File: src/rtl/lshift2_pipe_if.sv
// Valid/ready bundle for the x4 shifter: operand in on the producer side, widened result out on the consumer side.
interface lshift2_pipe_if #(
  parameter int WIDTH = 16,
  parameter int SHIFT = 2
);
  logic [WIDTH-1:0]       entrada;
  logic                   in_valid;
  logic                   in_ready;
  logic [WIDTH+SHIFT-1:0] saida;
  logic                   out_valid;
  logic                   out_ready;

  // master is the environment (producer plus consumer), slave is the shifter itself
  modport master (
    output entrada, in_valid, out_ready,
    input  in_ready, saida, out_valid
  );

  modport slave (
    input  entrada, in_valid, out_ready,
    output in_ready, saida, out_valid
  );
endinterface

File: src/rtl/lshift2_pipe.sv
// Registered logical left shift by SHIFT with zero fill, widened so no bits are lost,
// behind a single valid/ready pipeline stage.
module lshift2_pipe #(
  parameter int WIDTH = 16,
  parameter int SHIFT = 2
) (
  input  logic          clk,
  input  logic          reset,
  lshift2_pipe_if.slave bus
);

  logic [WIDTH+SHIFT-1:0] saida_q;
  logic                   out_valid_q;
  logic                   accept;

  // The stage can take a new operand when empty or when its current result leaves this edge
  assign bus.in_ready  = ~out_valid_q | bus.out_ready;
  assign accept        = bus.in_valid & bus.in_ready;
  assign bus.saida     = saida_q;
  assign bus.out_valid = out_valid_q;

  // saida only loads on an accepted operand, so an X on entrada while idle never reaches it
  always_ff @(posedge clk or negedge reset) begin
    if (!reset) begin
      saida_q     <= '0;
      out_valid_q <= 1'b0;
    end else if (accept) begin
      saida_q     <= {bus.entrada, {SHIFT{1'b0}}};
      out_valid_q <= 1'b1;
    end else if (bus.out_ready) begin
      out_valid_q <= 1'b0;
    end
  end

endmodule

File: src/flat_wrapper.sv
// flat-port wrapper written by rule: the top's interface ports become plain ports
module lshift2_pipe_flat 
#(
  parameter int WIDTH = 16,
  parameter int SHIFT = 2
)
  (clk, reset, bus_entrada, bus_in_valid, bus_out_ready, bus_in_ready, bus_saida, bus_out_valid);
  lshift2_pipe_if #(.WIDTH(WIDTH), .SHIFT(SHIFT)) bus_i ();
  input  logic clk;
  input  logic reset;
  input wire logic [$bits(bus_i.entrada)-1:0] bus_entrada;
  input wire logic [$bits(bus_i.in_valid)-1:0] bus_in_valid;
  input wire logic [$bits(bus_i.out_ready)-1:0] bus_out_ready;
  output wire logic [$bits(bus_i.in_ready)-1:0] bus_in_ready;
  output wire logic [$bits(bus_i.saida)-1:0] bus_saida;
  output wire logic [$bits(bus_i.out_valid)-1:0] bus_out_valid;
  assign bus_i.entrada = bus_entrada;
  assign bus_i.in_valid = bus_in_valid;
  assign bus_i.out_ready = bus_out_ready;
  assign bus_in_ready = bus_i.in_ready;
  assign bus_saida = bus_i.saida;
  assign bus_out_valid = bus_i.out_valid;
  lshift2_pipe #(.WIDTH(WIDTH), .SHIFT(SHIFT)) u_core (.clk(clk), .reset(reset), .bus(bus_i));
endmodule
File: config.mk
export PLATFORM = sky130hd
export DESIGN_NAME = lshift2_pipe_flat
export DESIGN_NICKNAME = d
export VERILOG_FILES = /design/src/rtl/lshift2_pipe_if.sv /design/src/rtl/lshift2_pipe.sv /design/src/flat_wrapper.sv
export SDC_FILE = /design/constraint.sdc
export NUM_CORES = 1
export LEC_CHECK = 0
export ABC_AREA = 1
export CAP_MARGIN = 20
export CORE_ASPECT_RATIO = 1.1
export CORE_MARGIN = 2
export CORE_UTILIZATION = 40
export DETAILED_ROUTE_END_ITERATION = 6
export HOLD_SLACK_MARGIN = 0.06
export PLACE_DENSITY = 0.82
export SETUP_SLACK_MARGIN = 0.4
export SLEW_MARGIN = 20
export SYNTH_ARGS = -nofsm -noshare
export SYNTH_HDL_FRONTEND = slang
export SYNTH_SLANG_ARGS = --single-unit
File: constraint.sdc
create_clock -name clk -period 2 [get_ports clk]
set_input_delay 0.4 -clock clk [delete_from_list [all_inputs] [get_ports clk]]
set_output_delay 0.4 -clock clk [all_outputs]
set_load 0.02 [all_outputs]
==> results of run 1 <==
-- registers in the layout, indices dropped and copies added, names as in the netlist --
signal / count
u_core.bus.saida: 16
u_core.bus.out_valid: 1
-- metrics by stage --
stage | utilization [%] | area, sq um | hold WS (ns) | cells | worst slack [ns]
after global placement | 61.4 | 1080 | 0.454 | 128 | 0.0264
final | 61.5 | 1080 | 0.476 | 132 | 0.476
after global routing | 61.5 | 1080 | 0.492 | 132 | 0.453
after detailed placement | 61.4 | 1080 | 0.462 | 128 | 0.0394
after floorplan | - | 737 | 0.104 | 77 | 0.782
after CTS | 61.7 | 1090 | 0.480 | 132 | 0.309
-- per-layer routing --
layer | wire length [um] | part of all wire, % | global-route usage [%]
met5 | 0 | 0 | 0
met4 | 27 | 1.7 | 12.7
met3 | 57 | 3.6 | 2.96
met2 | 863 | 54 | 26.8
met1 | 649 | 41 | 16.8
-- power by group --
part / internal, uW / switching (uW)
combinational: 106 / 145
sequential: 390 / 25.3
clock: 74.1 / 99.4
-- what timing repair did --
| item | CTS | global route |
|---|---|---|
| resized for setup | 18 | 2 |
| endpoints found under the setup margin | 18 | 1 |
| setup buffers | 0 | 0 |
| endpoints found under the hold margin | 0 | 0 |
-- worst register-to-register path: stages (launching register included) --
cell and delay [ns]:
dfrtp_1 0.42, nand2_4 0.08, buf_4 0.24, nand2_8 0.14, nand2_1 0.10, nand2_1 0.06
-- final timing paths --
check | startpoint | endpoint | depth (start not counted)
setup / recovery | bus_out_ready | bus_in_ready | 4
hold / removal | u_core.bus.saida[8]$_DFFE_PN0P_ | u_core.bus.saida[8]$_DFFE_PN0P_ | 2
setup reg to reg | u_core.bus.out_valid$_DFFE_PN0P_ | u_core.bus.saida[6]$_DFFE_PN0P_ | 5
hold reg to reg | u_core.bus.saida[8]$_DFFE_PN0P_ | u_core.bus.saida[8]$_DFFE_PN0P_ | 2
max in group asynchronous | reset | u_core.bus.saida[7]$_DFFE_PN0P_ | 1
min in group asynchronous | reset | u_core.bus.saida[16]$_DFFE_PN0P_ | 1
-- kinds of logic after synthesis --
group	count (synthesis)	synth area share, %
buffers and inverters	7	9.04
flip-flops	17	58.0
other	1	0.511
AND/OR/NAND/NOR	51	32.4
-- cells in the final DEF (no fill, tap or decap) --
cell | Yosys | final
nand2_1 | 32 | 32
clkdlybuf4s50_1 | 0 | 19
dlygate4sd2_1 | 0 | 17
dfrtp_1 | 17 | 17
nand3_1 | 16 | 16
clkbuf_4 | 0 | 3
conb_1 | 1 | 2
buf_4 | 2 | 2
inv_1 | 1 | 1
nand2_4 | 1 | 1
nand2_8 | 1 | 1
nand2_2 | 1 | 1
clkinv_2 | 0 | 1
clkbuf_2 | 0 | 1
-- area by class of cell --
cell class	instances	area, sq um
Clock buffer	3	22.5
Timing Repair Buffer	39	359
Inverter	1	3.75
Sequential cell	17	425
Multi-Input combinational cell	53	245
Fill cell	161	678
Clock inverter	1	5.00
Tap cell	18	22.5
==> results.cfg, run 1 <==
[outcome]
status = finished, final reports clean

[sta]
period_share_pct = 76.2
worst_pin_slew_ns = 0.717
hold_viol_final = 0
clock_skew_ns = 0.00338
post-route-min-period_ns = 1.52
drv_slew = 0
rsz0062_at_grt = no
fmaxAchievable_ghz = 0.656
finalSetupTns_ns = 0
relSlewSlack_pct = 52.1
setup_viol = 0

[global_route]
grt_max_degree = 19
grt-ovfl-total = 0
first_global_vias = 579
grt_pass1_wl_um = 2530
grt_antenna_before_repair = 0
gr-usage-all-layers_pct = 16.0

[layout]
syn2layout_area_growth_pct = 47.8
finalNetCount = 135
drive_gt1_share_pct = 8.77
insertedDiodeCount = 0

[detailed_routing]
vias_per_cell = 4.73
antenna_left = 0
routed_wl_um = 1600
first_pass_iters = 4
drt-wirelength-per-cell_um = 12.1
dr_total_vias = 625
drc_errors = 0
detail_route.iter0.violations = 7

[logic_synthesis]
yosys.area.top_type_share_pct = 58.0
yosysWarningCount = 0
netlist-cell-type-count = 11
synth_top_area_cell = dfrtp_1
synthFlopType = dfrtp_1
synth_commonest_cells = nand2_1, dfrtp_1, nand3_1, buf_6, buf_4
yosys-top-cells-area = dfrtp_1, nand2_1, nand3_1
async_reset_ff_share_pct = 100
synth.most_common_cell = nand2_1
netlist_area_sq_um = 733
synth-edff-count = 0
ys_seq_elements = 17
synth_cells = 76
syn_area_per_cell_sq_um = 9.65
synth_seq_area_share_pct = 58.0

[floorplan]
rows = 16
die_h_um = 48.9
initial_core_util_pct = 41.6
die_x_um = 44.8
die_area_sq_mm = 0.00219
core_area_sq_mm = 0.00176
boundaryPins = 40

[critical_path]
cp_max_fo = 2
cp-start-kind = primary input
cp_num_buf_inv = 3
regToRegSetupSlack_ns = 0.85
crit_type = primary input to output port
cp.arrival_ns = 1.12
cp_top_family = buffers and inverters
cp_slowest_stage_delay_ns = 0.45
crit_required_ns = 1.60
cp_slowest_cell = clkdlybuf4s50_1
path_cells = clkdlybuf4s50_1, inv_1, nand2_4, clkbuf_2
endpoint_kind = output port

[clocking]
clock_path_buffers = 2
clockRootBuffer = clkbuf_4
cts_inserted_buffers = 3
worstSkewPairLatency_ns = 0.28
ctsHoldBuffers = 0
cts_tree = yes
clk_pin_slew_worst_paths_ns = 0.09
clock_sinks = 17
htree_levels = 1

[place]
portBuffers = 37
gp_congestion = 0.756
dp_hpwl_um = 1190

[power]
power.density_mw_per_mm2 = 776
p_leak_uw = 0.000579
irDropWorstVdd_uv = 522
power_uw = 840

[min_path]
hold_path_class = flop to flop

[flow_run]
cap_violations = 0
Note: power is estimated with default switching activity, not from simulation.
==> run 2, diff against run 1 <==
--- a/config.mk
+++ b/config.mk
@@ -9,10 +9,10 @@
 export CAP_MARGIN = 20
 export CORE_ASPECT_RATIO = 1.1
 export CORE_MARGIN = 2
-export CORE_UTILIZATION = 40
+export CORE_UTILIZATION = 37
 export DETAILED_ROUTE_END_ITERATION = 6
 export HOLD_SLACK_MARGIN = 0.06
-export PLACE_DENSITY = 0.82
+export PLACE_DENSITY = 0.77
 export SETUP_SLACK_MARGIN = 0.4
 export SLEW_MARGIN = 20
 export SYNTH_ARGS = -nofsm -noshare
==> constraint.sdc (replaced) <==
create_clock -name clk -period 1.6 [get_ports clk]
set_input_delay 0.32 -clock clk [delete_from_list [all_inputs] [get_ports clk]]
set_output_delay 0.32 -clock clk [all_outputs]
set_load 0.02 [all_outputs]
==> run 2 against run 1 <==
  * Power grew 30%
  * First-iteration DRC count shrank 29%
  * Design area rose by 2.3%
  * Highest routed layer unchanged
  * Setup slack worse by 0.10 ns
  * Clock power rose by 34%
  * Count of clock-buffer cells in the layout increased by 1
  * Largest power group unchanged
  * Flip-flop and latch count unchanged
  * Non-clock buffer count increased by 4
  * Sequential power rose by 26%
  * Final cell count rose by 9.8%
  * Critical path type is now flop to output port
==> results.cfg, run 2 (synthesis results as in run 1) <==
[outcome]
status = finished, final reports clean

[layout]
mostFrequentLayoutCells = nand2_1, clkdlybuf4s50_1, dfrtp_1, nand3_1, buf_2
finalNetCount = 139
fin_util_pct = 60.9
final_common_cell = nand2_1
largest_register_ffs = 16
drive_gt1_share_pct = 26.3
syn2layout_area_growth_pct = 51.2
insertedDiodeCount = 0

[critical_path]
endpoint_kind = output port
cp-start-kind = flop
cp.arrival_ns = 0.90
path_cells = nand2_4, buf_6
crit_required_ns = 1.28
cp_slowest_stage_delay_ns = 0.43
cp_slowest_cell = dfrtp_1
crit_type = flop to output port
cp_max_fo = 2

[clocking]
worstSkewPairLatency_ns = 0.29
ctsHoldBuffers = 0
clock_path_buffers = 2
htree_levels = 1
cts_inserted_buffers = 3
cts_tree = yes
clock_sinks = 17
clk_pin_slew_worst_paths_ns = 0.10
clockRootBuffer = clkbuf_4

[place]
gp_congestion = 0.750
portBuffers = 37
dp_hpwl_um = 1160
post-place-ws_ns = -0.215

[floorplan]
die_x_um = 46.4
boundaryPins = 40
die_h_um = 50.7
rows = 16
die_area_sq_mm = 0.00235
core_area_sq_mm = 0.00182
initial_core_util_pct = 40.2

[detailed_routing]
first_pass_iters = 4
detail_route.iter0.violations = 5
dr_total_vias = 637
routed_wl_um = 1700
wl_met3_um = 86
met2_length_um = 901
drc_errors = 0
vias_per_cell = 4.39
met1_length_um = 655
top_layer_used = met4
antenna_left = 0
drt-wirelength-per-cell_um = 11.7

[sta]
setup_viol = 0
rsz0062_at_grt = yes
post-route-min-period_ns = 1.22
hold_viol_final = 0
drv_slew = 0
clock_skew_ns = 0.00163
fmaxAchievable_ghz = 0.817
period_share_pct = 76.5
hold_slack_ns = 0.337
setup_ws_ns = 0.376

[global_route]
gr-usage-all-layers_pct = 16.1
grt_pass1_wl_um = 2620
grt-ovfl-total = 0
grt_antenna_before_repair = 0
first_global_vias = 586
grt_max_degree = 19

[power]
irDropWorstVdd_uv = 519
power_uw = 1100
p_sw_uw = 355
pwr-share-seq_pct = 47.6
power.density_mw_per_mm2 = 988
clock_power_share_pct = 21.1
p_int_uw = 741
p_leak_uw = 0.000584
comb_power_share_pct = 31.3
switching_share_pct = 32.4

[flow_run]
cap_violations = 0

[min_path]
hold_path_class = primary input to async pin
==> run 2: critical path, delay by kind of cell (launching register included) <==
kind	cells	cell delay, ns
DFF	1	0.43
and+or+nand+nor	1	0.08
buffers and inverters	1	0.11
==> run 2: final timing paths <==
check / from / end / slack [ns] / cells after the start
worst max-delay path: u_core.bus.out_valid$_DFFE_PN0P_ / bus_in_ready / 0.38 / 2
worst min-delay path: reset / u_core.bus.saida[16]$_DFFE_PN0P_ / 0.34 / 2
worst max register to register: u_core.bus.out_valid$_DFFE_PN0P_ / u_core.bus.saida[11]$_DFFE_PN0P_ / 0.47 / 5
worst min register to register: u_core.bus.saida[15]$_DFFE_PN0P_ / u_core.bus.saida[15]$_DFFE_PN0P_ / 0.47 / 2
max in group asynchronous: reset / u_core.bus.saida[10]$_DFFE_PN0P_ / 1.08 / 2
min in group clk: u_core.bus.saida[15]$_DFFE_PN0P_ / u_core.bus.saida[15]$_DFFE_PN0P_ / 0.47 / 2
==> run 2: layout make-up <==
cell class	instances	area, sq um
fill	164	713
sequential	17	425
timing repair buffer	43	374
multi-input combinational	53	245
tap	27	33.8
clock buffer	4	26.3
inverter	1	3.75
==> run 2: per-layer routing <==
metal / up-vias / GRT usage (%)
met5: - / 0
met2: 18 / 25.9
met1: 295 / 18.9
li1: 320 / -
met4: 0 / 11.4
met3: 4 / 2.16
==> run 2: power groups by stage <==
stage	Combinational (uW)	Sequential [uW]	Clock, uW
6_report	343	521	232
5_1_grt	369	529	261
4_1_cts	314	519	237
3_5_place_dp	367	529	0
3_3_place_gp	363	527	0
2_1_floorplan	104	601	0
==> run 2: metrics by stage <==
step	instance area [sq um]	std cells	setup TNS (ns)
after floorplan	737	77	0
after global placement	1110	138	-0.211
after detailed placement	1110	138	-0.215
after CTS	1060	142	0
after global routing	1110	145	0
final	1110	145	0
==> run 2: repair_timing <==
item                                    in CTS  in global routing
endpoints found under the hold margin        0                  0
endpoints found under the setup margin      29                 15
setup buffers                                0                  3
resized for setup                           78                  8
pin swaps                                    0                  1
==> run 3, diff against run 2 <==
--- a/config.mk
+++ b/config.mk
@@ -9,10 +9,10 @@
 export CAP_MARGIN = 20
 export CORE_ASPECT_RATIO = 1.1
 export CORE_MARGIN = 2
-export CORE_UTILIZATION = 37
+export CORE_UTILIZATION = 33
 export DETAILED_ROUTE_END_ITERATION = 6
 export HOLD_SLACK_MARGIN = 0.06
-export PLACE_DENSITY = 0.77
+export PLACE_DENSITY = 0.73
 export SETUP_SLACK_MARGIN = 0.4
 export SLEW_MARGIN = 20
 export SYNTH_ARGS = -nofsm -noshare
==> constraint.sdc (replaced) <==
create_clock -name clk -period 1.01 [get_ports clk]
set_input_delay 0.202 -clock clk [delete_from_list [all_inputs] [get_ports clk]]
set_output_delay 0.202 -clock clk [all_outputs]
set_load 0.02 [all_outputs]
==> run 3 against run 2 <==
  * The run now ends with negative setup slack left
  * Power grew 82%
  * Count of clock-buffer cells in the layout is the same
  * Global-route usage increased by 0.23 points
  * Clock power up 53%
  * Combinational power up 130%
  * Die area is 11% higher
  * Largest cell class is now buffers
  * Largest power group unchanged
  * Highest routed layer is now met3
==> results.cfg, run 3 (synthesis results as in run 1) <==
[floorplan]
die_h_um = 53.4
die_x_um = 48.9
die_area_sq_mm = 0.00262
rows = 17
core_area_sq_mm = 0.00206
boundaryPins = 40
initial_core_util_pct = 35.5

[clocking]
cts_tree = yes
worstSkewPairLatency_ns = 0.28
cts_inserted_buffers = 3
clock_path_buffers = 2
htree_levels = 1
clk_pin_slew_worst_paths_ns = 0.10
clock_sinks = 17
ctsHoldBuffers = 0
clockRootBuffer = clkbuf_4

[place]
post-place-ws_ns = -0.585
portBuffers = 37
dp_hpwl_um = 1200
gp_congestion = 0.660

[critical_path]
path_cells = clkdlybuf4s50_1, inv_2, nand2_4, buf_4, buf_12, clkbuf_16, nand3_1, nand2_1
regToRegSetupSlack_ns = -0.09
r2r_end = u_core.bus.saida[16]$_DFFE_PN0P_
crit_required_ns = 1.18
cp_slowest_cell = clkdlybuf4s50_1
crit_type = primary input to flop
cp_slowest_stage_delay_ns = 0.42
cp.arrival_ns = 1.29
cp_max_fo = 6
reg2reg_from = u_core.bus.out_valid$_DFFE_PN0P_
cp-start-kind = primary input
r2r_cells = 6
endpoint_kind = flop

[layout]
finalNetCount = 150
syn2layout_area_growth_pct = 93.5
fin_util_pct = 68.8
n_fill_cell = 168
drive_gt1_share_pct = 57.4
final_common_cell = nand2_1
mostFrequentLayoutCells = nand2_1, clkdlybuf4s50_1, buf_6, dfrtp_2, buf_4
multi_input_area_sq_um = 342
insertedDiodeCount = 0
largest_register_ffs = 16
seqCellArea_sq_um = 447

[power]
clock_power_share_pct = 17.7
power.density_mw_per_mm2 = 1410
p_int_uw = 1360
p_leak_uw = 0.000685
power_uw = 2000
pwr-share-seq_pct = 43.3
p_sw_uw = 632
switching_share_pct = 31.7
irDropWorstVdd_uv = 809
comb_power_share_pct = 39.0

[global_route]
first_global_vias = 713
grt_antenna_before_repair = 0
gr-usage-all-layers_pct = 16.4
grt_max_degree = 18
grt-ovfl-total = 0
grt_pass1_wl_um = 3190

[sta]
setup_viol = 35
rsz0062_at_grt = yes
hold_slack_ns = 0.263
fmaxAchievable_ghz = 0.897
setup_ws_ns = -0.104
worst_pin_slew_ns = 0.523
period_share_pct = 110
finalSetupTns_ns = -1.89
clock_skew_ns = 0.00844
relSlewSlack_pct = 65.1
post-route-min-period_ns = 1.11
hold_viol_final = 0
drv_slew = 0

[detailed_routing]
detail_route.iter0.violations = 8
vias_per_cell = 4.61
drc_errors = 0
drt-wirelength-per-cell_um = 13.2
antenna_left = 0
dr_total_vias = 724
first_pass_iters = 4
routed_wl_um = 2070

[flow_run]
cap_violations = 0

[outcome]
status = finished with violations
violations = negative setup slack

[min_path]
hold_path_class = primary input to async pin
[run 3: layer usage]
metal / GRT usage, % / part of all wire (%)
met1: 19.3 / 42
met2: 28.5 / 50
met3: 5.65 / 7.7
met4: 4.29 / 0
met5: 0 / 0
[run 3: cell type report]
cell class / count / area share [%]
clock buffers: 4 / 1.85
inverters: 1 / 0.265
multi-input cells: 55 / 24.1
flip-flops and latches: 17 / 31.5
well taps: 28 / 2.47
repair buffers: 52 / 39.9
[run 3: power by group through the flow]
stage / clock network, uW / logic (uW) / registers, uW
finish: 354 / 778 / 863
global route: 422 / 833 / 876
CTS: 369 / 692 / 858
detailed placement: 0 / 596 / 850
global placement: 0 / 586 / 850
floorplan: 0 / 164 / 972
[run 3: worst max-delay path by stage]
| stage | cells past startpoint | startpoint | to |
|---|---|---|---|
| detailed placement | 4 | bus_out_ready | bus_in_ready |
| global route | 2 | u_core.bus.out_valid$_DFFE_PN0P_ | bus_in_ready |
| CTS | 2 | u_core.bus.out_valid$_DFFE_PN0P_ | bus_in_ready |
| global placement | 4 | bus_out_ready | bus_in_ready |
| floorplan | 5 | u_core.bus.out_valid$_DFFE_PN0P_ | u_core.bus.saida[10]$_DFFE_PN0P_ |
| finish | 8 | bus_out_ready | u_core.bus.saida[16]$_DFFE_PN0P_ |
[run 3: critical path, delay by kind of cell]
kind / cells / cell delay (ns)
buffers and inverters: 5 / 0.92
AND/OR/NAND/NOR: 3 / 0.16
[run 3: through the flow]
stage	cells	area, sq um
after CTS	152	1290
after detailed placement	141	1150
after global placement	141	1150
final	157	1420
after global routing	157	1420
after floorplan	77	758
[run 3: timing repair]
| action | CTS | global route |
|---|---|---|
| gates cloned | 1 | 2 |
| resized for setup | 113 | 16 |
| setup endpoints to repair | 35 | 35 |
| buffers inserted | 6 | 3 |
| pin swaps | 1 | 5 |
